===== src/rtl/timebase_generator.sv =====
// -----------------------------------------------------------------------------
// timebase_generator
//
// Purpose:
//   A free-running timebase for the pendulum design. The system clock is
//   divided down to a microsecond count. A coarser programmable period count
//   (milliseconds by default) is derived from that microsecond count. The
//   timebase supports run/pause, synchronous clear, a sticky wrap flag and an
//   optional snapshot capture port. The single-cycle strobes are intended as
//   clock enables for downstream logic. They must never be used as clocks.
//
// Parameters:
//   CLK_DIV   - CLK_50 cycles per microsecond tick (>= 2)
//   WIDTH     - width of microseconds, period_count and capture_value
//   PERIOD_US - microseconds per period tick (>= 2)
//
// Ports:
//   CLK_50        in   1      system clock (single domain)
//   reset         in   1      synchronous, active-high reset
//   enable        in   1      1 = run, 0 = hold all state
//   clear         in   1      synchronous zeroing of counters and flags
//   capture       in   1      snapshot request (pulse or level)
//   microseconds  out  WIDTH  elapsed microseconds
//   tick_us       out  1      strobe: microseconds just changed
//   period_count  out  WIDTH  elapsed periods of PERIOD_US
//   tick_period   out  1      strobe: period_count just changed
//   wrap          out  1      sticky: microseconds has rolled over
//   capture_value out  WIDTH  last snapshot of microseconds
//   capture_valid out  1      strobe: capture_value just updated
//
// Build option:
//   TIMEBASE_CAPTURE_EN - when defined, the capture registers are built.
//   When the macro is undefined, capture is ignored and capture_value and
//   capture_valid are tied to 0.
// -----------------------------------------------------------------------------
module timebase_generator #(
  parameter int CLK_DIV   = 50,
  parameter int WIDTH     = 32,
  parameter int PERIOD_US = 1000
) (
  input  logic             CLK_50,
  input  logic             reset,
  input  logic             enable,
  input  logic             clear,
  input  logic             capture,
  output logic [WIDTH-1:0] microseconds,
  output logic             tick_us,
  output logic [WIDTH-1:0] period_count,
  output logic             tick_period,
  output logic             wrap,
  output logic [WIDTH-1:0] capture_value,
  output logic             capture_valid
);

  // Counter widths are sized to hold the terminal count. The widths are
  // clamped to at least 1 bit so that degenerate parameter values still
  // elaborate.
  localparam int PRE_W  = (CLK_DIV   > 1) ? $clog2(CLK_DIV)   : 1;
  localparam int PCNT_W = (PERIOD_US > 1) ? $clog2(PERIOD_US) : 1;

  localparam logic [PRE_W-1:0]  PRE_LAST  = PRE_W'(CLK_DIV - 1);
  localparam logic [PCNT_W-1:0] PCNT_LAST = PCNT_W'(PERIOD_US - 1);

  // ---------------------------------------------------------------------------
  // Timebase state
  // ---------------------------------------------------------------------------
  logic [PRE_W-1:0]  pre_q,          pre_d;
  logic [PCNT_W-1:0] pcnt_q,         pcnt_d;
  logic [WIDTH-1:0]  microseconds_q, microseconds_d;
  logic [WIDTH-1:0]  period_count_q, period_count_d;
  logic              tick_us_q,      tick_us_d;
  logic              tick_period_q,  tick_period_d;
  logic              wrap_q,         wrap_d;

  logic us_edge;
  logic period_edge;

  // A microsecond edge occurs only when the prescaler is allowed to advance
  // from its terminal count. A period edge is a microsecond edge that also
  // completes the period.
  assign us_edge     = enable && (pre_q == PRE_LAST);
  assign period_edge = us_edge && (pcnt_q == PCNT_LAST);

  always_comb begin
    pre_d          = pre_q;
    pcnt_d         = pcnt_q;
    microseconds_d = microseconds_q;
    period_count_d = period_count_q;
    tick_us_d      = 1'b0;
    tick_period_d  = 1'b0;
    wrap_d         = wrap_q;

    if (clear) begin
      // Clear takes priority over counting. Any increment or strobe that
      // would have happened on this edge is dropped.
      pre_d          = '0;
      pcnt_d         = '0;
      microseconds_d = '0;
      period_count_d = '0;
      wrap_d         = 1'b0;
    end else if (enable) begin
      if (us_edge) begin
        pre_d          = '0;
        microseconds_d = microseconds_q + WIDTH'(1);
        tick_us_d      = 1'b1;
        // Roll-over is detected from the value before the increment.
        if (&microseconds_q) begin
          wrap_d = 1'b1;
        end
        if (period_edge) begin
          pcnt_d         = '0;
          period_count_d = period_count_q + WIDTH'(1);
          tick_period_d  = 1'b1;
        end else begin
          pcnt_d = pcnt_q + PCNT_W'(1);
        end
      end else begin
        pre_d = pre_q + PRE_W'(1);
      end
    end
    // When enable is low, every count holds its value and both strobes stay
    // at their default of 0. The prescaler phase is therefore preserved
    // across a pause.
  end

  always_ff @(posedge CLK_50) begin
    if (reset) begin
      pre_q          <= '0;
      pcnt_q         <= '0;
      microseconds_q <= '0;
      period_count_q <= '0;
      tick_us_q      <= 1'b0;
      tick_period_q  <= 1'b0;
      wrap_q         <= 1'b0;
    end else begin
      pre_q          <= pre_d;
      pcnt_q         <= pcnt_d;
      microseconds_q <= microseconds_d;
      period_count_q <= period_count_d;
      tick_us_q      <= tick_us_d;
      tick_period_q  <= tick_period_d;
      wrap_q         <= wrap_d;
    end
  end

  assign microseconds = microseconds_q;
  assign period_count = period_count_q;
  assign tick_us      = tick_us_q;
  assign tick_period  = tick_period_q;
  assign wrap         = wrap_q;

  // ---------------------------------------------------------------------------
  // Snapshot capture
  // ---------------------------------------------------------------------------
`ifdef TIMEBASE_CAPTURE_EN
  logic [WIDTH-1:0] capture_value_q, capture_value_d;
  logic             capture_valid_q, capture_valid_d;

  // The snapshot samples the registered count that is visible in this
  // cycle. On a microsecond edge, this is the value before the increment.
  // On a clear edge, this is the value before the clear. Capture does not
  // depend on enable.
  always_comb begin
    capture_value_d = capture_value_q;
    capture_valid_d = 1'b0;
    if (capture) begin
      capture_value_d = microseconds_q;
      capture_valid_d = 1'b1;
    end
  end

  always_ff @(posedge CLK_50) begin
    if (reset) begin
      capture_value_q <= '0;
      capture_valid_q <= 1'b0;
    end else begin
      capture_value_q <= capture_value_d;
      capture_valid_q <= capture_valid_d;
    end
  end

  assign capture_value = capture_value_q;
  assign capture_valid = capture_valid_q;
`else
  // Capture is not built in this configuration. The input is consumed here
  // so that it is not left dangling.
  logic unused_capture;
  assign unused_capture = capture;

  assign capture_value = '0;
  assign capture_valid = 1'b0;
`endif

endmodule


===== config.mk =====
export PLATFORM = sky130hd
export DESIGN_NAME = timebase_generator
export DESIGN_NICKNAME = d
export VERILOG_FILES = /design/src/rtl/timebase_generator.sv
export SDC_FILE = /design/constraint.sdc
export NUM_CORES = 1
export LEC_CHECK = 0
export ABC_CLOCK_PERIOD_IN_PS = 2200
export CORE_AREA = 2 2 83 117
export CTS_CLUSTER_DIAMETER = 40
export CTS_CLUSTER_SIZE = 24
export DETAILED_ROUTE_END_ITERATION = 16
export DIE_AREA = 0 0 85 119
export GPL_ROUTABILITY_DRIVEN = 0
export MAX_ROUTING_LAYER = met4
export PLACE_DENSITY = 0.86
export SLEW_MARGIN = 20
export SYNTH_ARGS = -nofsm -noshare
export SYNTH_HDL_FRONTEND = slang
export SYNTH_SLANG_ARGS = --single-unit

===== constraint.sdc =====
create_clock -name CLK_50 -period 2.2 [get_ports CLK_50]
set_input_delay 0.33 -clock CLK_50 [delete_from_list [all_inputs] [get_ports CLK_50]]
set_output_delay 0.33 -clock CLK_50 [all_outputs]
set_load 0.01 [all_outputs]

# Yosys cells after proc, flatten, opt, wreduce, memory -nomap -nowiden
# Index checks and enable logic that the tools add are counted.
# W data, S select, Z words.
# op_classes
shift	0
magnitude_cmp	0
n_eq_ne	2
div_mod_pow	0
addsub	4
multipliers	0
bitwise	2
n_mux	4
reduce_logical	8
# op_table
operator	count
$add A32 B1 Y32 const B	2
$reduce_and A34 Y1	1
$add A10 B1 Y10 const B	1
$eq A10 B10 Y1 const B	1
$mux W10	1
$add A6 B1 Y6 const B	1
$eq A6 B6 Y1 const B	1
$mux W6	1
$reduce_or A4 Y1	1
$reduce_and A3 Y1	1
$reduce_or A3 Y1	1
$logic_and A1 B1 Y1	2
$mux W1	2
$not A1 Y1	2
$reduce_and A2 Y1	1
$reduce_or A2 Y1	1
# totals
memories	0
in_bits	5
register_bits	83
latchBits	0
mem_bits_ro	0
wordCells	27
ram_bits	0

# Longest topological paths before layout
# logic_depth
word_depth	4
ltp_mapped	8
ltp_nobuf	6

# Worst setup path before layout
# OpenSTA, ideal clock, no wires.
# synth_timing
kind	register -> register
from	reg period_count_q[0] (netlist: period_count[0])
to	reg period_count_q[24] (netlist: period_count[24])
path_slack_ps	57
t_arrival_ps	2073
path_stages_with_launch	7
cell_sequence	dfxtp_1 -> ha_1 -> nand3_1 -> or4_1 -> clkbuf_1 -> or4_1 -> a21oi_1
# synth_between
elab_chain_len	1
# synth_rtl
element	line	text
start: declaration	70	logic [WIDTH-1:0] period_count_q, period_count_d;
start signal: assignment	139	period_count_q <= period_count_d;
$add A32 B1 Y32	112	period_count_d = period_count_q + WIDTH'(1);
# No other way between the ends.
# A chain may end at the register's enable or synchronous reset.

# Final worst setup path
# layout_timing
from	reg pre_q[1]
to	reg period_count_q[19] (netlist: period_count[19])
# layout_between
elab_chain_len	4
# layout_rtl
element	line	text
start: declaration	67	logic [PRE_W-1:0] pre_q, pre_d;
start signal: assignment	136	pre_q <= pre_d;
$eq A6 B6 Y1 (*)	81	assign us_edge = enable && (pre_q == PRE_LAST);
$logic_and A1 B1 Y1 (*)	81	
$logic_and A1 B1 Y1	82	assign period_edge = us_edge && (pcnt_q == PCNT_LAST);
$reduce_and A3 Y1 (no source line) (*)	--	
# Every way passes the cells marked *; elsewhere a longest branch is shown, timed or not.

==> parameters.txt <==
Parameter                              Value

STA
  Accumulated negative setup slack    -0.470 ns
  Final Setup Violations    9
  Hold violation count in the final report    0
  Setup repair after global routing missed its margin    yes
  Slew at the pin closest to its max-slew limit    0.575 ns
  Max-slew violation count    0
  Worst rel slew slack    61.3%
  Final clock skew    0.00482 ns
  Time the worst path needs with I/O delays and setup    2.28 ns
  Period utilization    104%
  Achievable clock frequency    0.439 GHz
  Crit path setup slack, layout    -0.0772 ns

Clock tree
  Post-CTS resize count    0
  Clock-pin slew reported for the worst setup and hold paths after clock tree synthesis    0.06 ns
  Hold-fix buffer count after cts    0
  Total clock buffers created by CTS    9
  Clock tree from TritonCTS    yes
  Later-pin clock latency in the skew report    0.35 ns
  Number of clock sinks seen by CTS    83
  Clock root buffer    sky130_fd_sc_hd__clkbuf_16
  Post-CTS Setup Inserts    0
  Maximum buffer depth of the clock tree    2
  CTS H-tree lvls    3

Synth
  Synth area leaders    sky130_fd_sc_hd__dfxtp_1, sky130_fd_sc_hd__or4_1, sky130_fd_sc_hd__buf_4, sky130_fd_sc_hd__a21oi_1, sky130_fd_sc_hd__o31ai_1
  Synth async-reset ratio    0%
  Synthesized netlist cell count    531
  Share of synthesized area occupied by flip-flops and latches    37.3%
  Avg Inst Size Synth    8.38 µm²
  Post-synthesis simple-gate area fraction    31.4%
  YS warnings    0
  Mux cell area share after synthesis    2.50%
  Adder-Cell Fraction of Synth Area    1.41%
  Area fraction in compound gates after synthesis    14.1%
  Xor/xnor cell area share of the yosys netlist    3.54%
  Area share of the largest cell type after synthesis    37.3%
  Netlist area before placement    0.00445 mm²
  Largest family of logic cells by synthesized area    simple AND/OR/NAND/NOR gates
  Netlist cell types    45
  Most instantiated flip-flop cell in the synthesis netlist    sky130_fd_sc_hd__dfxtp_1
  Post-synth top area cell    sky130_fd_sc_hd__dfxtp_1
  Yosys reg bits    83
  Number of flops mapped to enable cells by yosys    0

Worst setup path
  Type of origin of the critical path    register
  Cell seen most often among critical-path stages    sky130_fd_sc_hd__or4_4
  Data arrival time of the critical path    2.56 ns
  CP Class    reg -> reg
  Buf/Inv on CP    1
  Longest individual stage delay on the worst path    0.69 ns
  Worst flop-to-flop path startpoint    pre_q[1]$_SDFFE_PP0P_
  Worst EP required    2.48 ns
  Path depth of the worst reg2reg path    6
  End of the worst register-to-register path    period_count[19]$_SDFFE_PP0P_
  Cell-by-cell trace of the critical path    inv_2 > ha_4 > nand4b_1 > or4_4 > or4_4 > a21oi_2
  Critical-path cell with the highest stage delay    sky130_fd_sc_hd__or4_4
  Largest fanout of any net on the critical path    5
  Setup slack on the worst flop-to-flop path    -0.08 ns
  Worst setup EP type    register
  Top delay family on crit path    simple AND/OR/NAND/NOR gates

Power and ir drop
  Worst ir drop on vdd    0.447 mV
  Leakage    1.87 nW
  Share of power burned in registers    47.6%
  Power per cell area    545 mW/mm²
  Combinational Power Share    3.3%
  Share of total power in the clock network    49.1%
  Net Sw Power    0.000678 W
  Power Internal    0.00248 W
  Switching share of power    21.4%

Detailed routing
  Total via count in the routed design    4668
  Drt first pass iters    5
  Remaining number of nets flagged by the antenna check after routing    0
  Drt via density    6.26
  Final routed DRC violation total    0
  Average wire per cell in the routed design    16.8 µm
  Total Wirelength    12.5 mm
  DR iter-0 viols    484

Cells and area
  Non-Filler Cell Area, Final    0.00581 mm²
  Total inserted antenna cells    0
  Area growth, synth to finish    30.5%
  Most common cell after layout, fill and taps aside    sky130_fd_sc_hd__dfxtp_1
  Layout cell share with drive strength beyond 1    14.0%
  Most used cells in the layout excluding fill and tap cells    sky130_fd_sc_hd__dfxtp_1, sky130_fd_sc_hd__clkdlybuf4s50_1, sky130_fd_sc_hd__buf_4, sky130_fd_sc_hd__a21oi_1, sky130_fd_sc_hd__nand2_1
  Final std cells w/o fill    746
  Nets    641
  Final core occ    63.1%

GRT
  Largest net degree at the start of global routing    38
  Initial antenna violation count    0
  First-pass GRT wire length    19.6 mm
  Overflow left after global routing    0
  Via count of the first global-routing pass    4250
  Global-route usage over all layers    24.1%

Floorplanning
  Starting density of the core    48.4%
  Die W    85 µm
  Number of primary I/O pins    105
  Area enclosed by the die boundary    0.0101 mm²
  Y dimension of the die    119 µm
  Row count    42
  Core region area    0.00920 mm²

Hold path
  Startpoint of the worst hold path    period_count[31]$_SDFFE_PP0P_
  End point of the worst hold path    period_count[31]$_SDFFE_PP0P_
  Hold path cells    2
  Worst Hold Class    reg -> reg

Placement
  Instance count after placement with tap cells included    727
  Post-DP HPWL    8.33 mm
  Buffers on Ports    70
  Placed standard-cell area    0.00538 mm²

Job
  Max-capacitance violation count    0

Status
  Status    finished with violations
  Violated checks    negative setup slack
cell type report:
cell class                 count  area [µm²]
sequential                    83        1670
clock buffer                  16         312
fill                         709        3390
tap                          110         138
timing repair buffer         117        1060
multi-input combinational    407        2580
inverter                      13        48.8
worst max path at each step:
| stage | end | cells past startpoint | from |
|---|---|---|---|
| finish | period_count[19]$_SDFFE_PP0P_ | 6 | pre_q[1]$_SDFFE_PP0P_ |
| global route | period_count[24]$_SDFFE_PP0P_ | 6 | pre_q[1]$_SDFFE_PP0P_ |
| CTS | period_count[19]$_SDFFE_PP0P_ | 5 | enable |
| detailed placement | period_count[19]$_SDFFE_PP0P_ | 5 | enable |
| global placement | period_count[24]$_SDFFE_PP0P_ | 5 | enable |
| floorplan | period_count[24]$_SDFFE_PP0P_ | 6 | period_count[0]$_SDFFE_PP0P_ |
kinds of logic (layout without fill, tap and decap cells):
| logic type | count (synthesis) | count (layout) |
|---|---|---|
| and+or+nand+nor | 233 | 236 |
| other | 1 | 33 |
| muxes | 11 | 11 |
| adders and majority gates | 5 | 5 |
| xor gates and xnor gates | 18 | 18 |
| AOI/OAI and AO/OA | 104 | 104 |
| buffers and inverters | 76 | 146 |
| DFF | 83 | 83 |
power by group through the flow:
stage                     Combinational, W  Clock [W]  Sequential, W
after global placement           0.0000959          0        0.00154
after floorplan                   0.000111          0        0.00154
after detailed placement         0.0000980          0        0.00154
final                             0.000104    0.00155        0.00151
after CTS                        0.0000984    0.00156        0.00150
after global routing              0.000114    0.00162        0.00151
synth_stat cells, types with 2 or more instances:
cell type	count
sky130_fd_sc_hd__nand2b_1	2
sky130_fd_sc_hd__nor3_1	9
sky130_fd_sc_hd__nand3b_1	3
sky130_fd_sc_hd__o21ai_0	13
sky130_fd_sc_hd__and2_1	3
sky130_fd_sc_hd__xor2_1	5
sky130_fd_sc_hd__clkbuf_1	25
sky130_fd_sc_hd__nand4_1	30
sky130_fd_sc_hd__dfxtp_1	83
sky130_fd_sc_hd__or3_1	21
sky130_fd_sc_hd__buf_6	2
sky130_fd_sc_hd__and3_1	6
sky130_fd_sc_hd__and4_1	15
sky130_fd_sc_hd__nor2_1	22
sky130_fd_sc_hd__nor4_1	17
sky130_fd_sc_hd__nand2_1	35
sky130_fd_sc_hd__nand3_1	25
sky130_fd_sc_hd__nand4b_1	2
sky130_fd_sc_hd__a21oi_1	50
sky130_fd_sc_hd__ha_1	5
sky130_fd_sc_hd__or4_1	36
sky130_fd_sc_hd__o31ai_1	32
sky130_fd_sc_hd__mux2i_1	10
sky130_fd_sc_hd__buf_4	34
sky130_fd_sc_hd__inv_1	13
sky130_fd_sc_hd__o211ai_1	2
sky130_fd_sc_hd__xnor2_1	13
registers in the layout (all words and copies together), names as in the netlist:
register,count
tick_us,1
period_count,32
wrap,1
microseconds,32
pre_q,6
tick_period,1
pcnt_q,10
stage by stage:
step / hold slack (ns) / total power (W) / setup WS, ns
finish: 0.479 / 0.00316 / -0.0772
detailed placement: 0.469 / 0.00164 / -0.329
floorplan: 0.454 / 0.00165 / 0.0570
CTS: 0.477 / 0.00316 / 0.00925
global placement: 0.461 / 0.00163 / -0.299
global route: 0.507 / 0.00324 / -0.0882
per-layer routing:
metal / routed length (µm) / global-route usage, % / up-vias / share of wire, %
li1: - / - / 2158 / -
met1: 4860 / 28.2 / 2224 / 39
met2: 6450 / 39.4 / 232 / 51
met3: 803 / 4.71 / 54 / 6.4
met4: 416 / 11.1 / 0 / 3.3
met5: 0 / - / - / 0
tightest hold or removal path, cell delays in order (launching register included):
cell and delay (ns):
sky130_fd_sc_hd__dfxtp_1 0.33, sky130_fd_sc_hd__nand2_1 0.06, sky130_fd_sc_hd__mux2i_1 0.05
(Power assumes the default switching activity.)
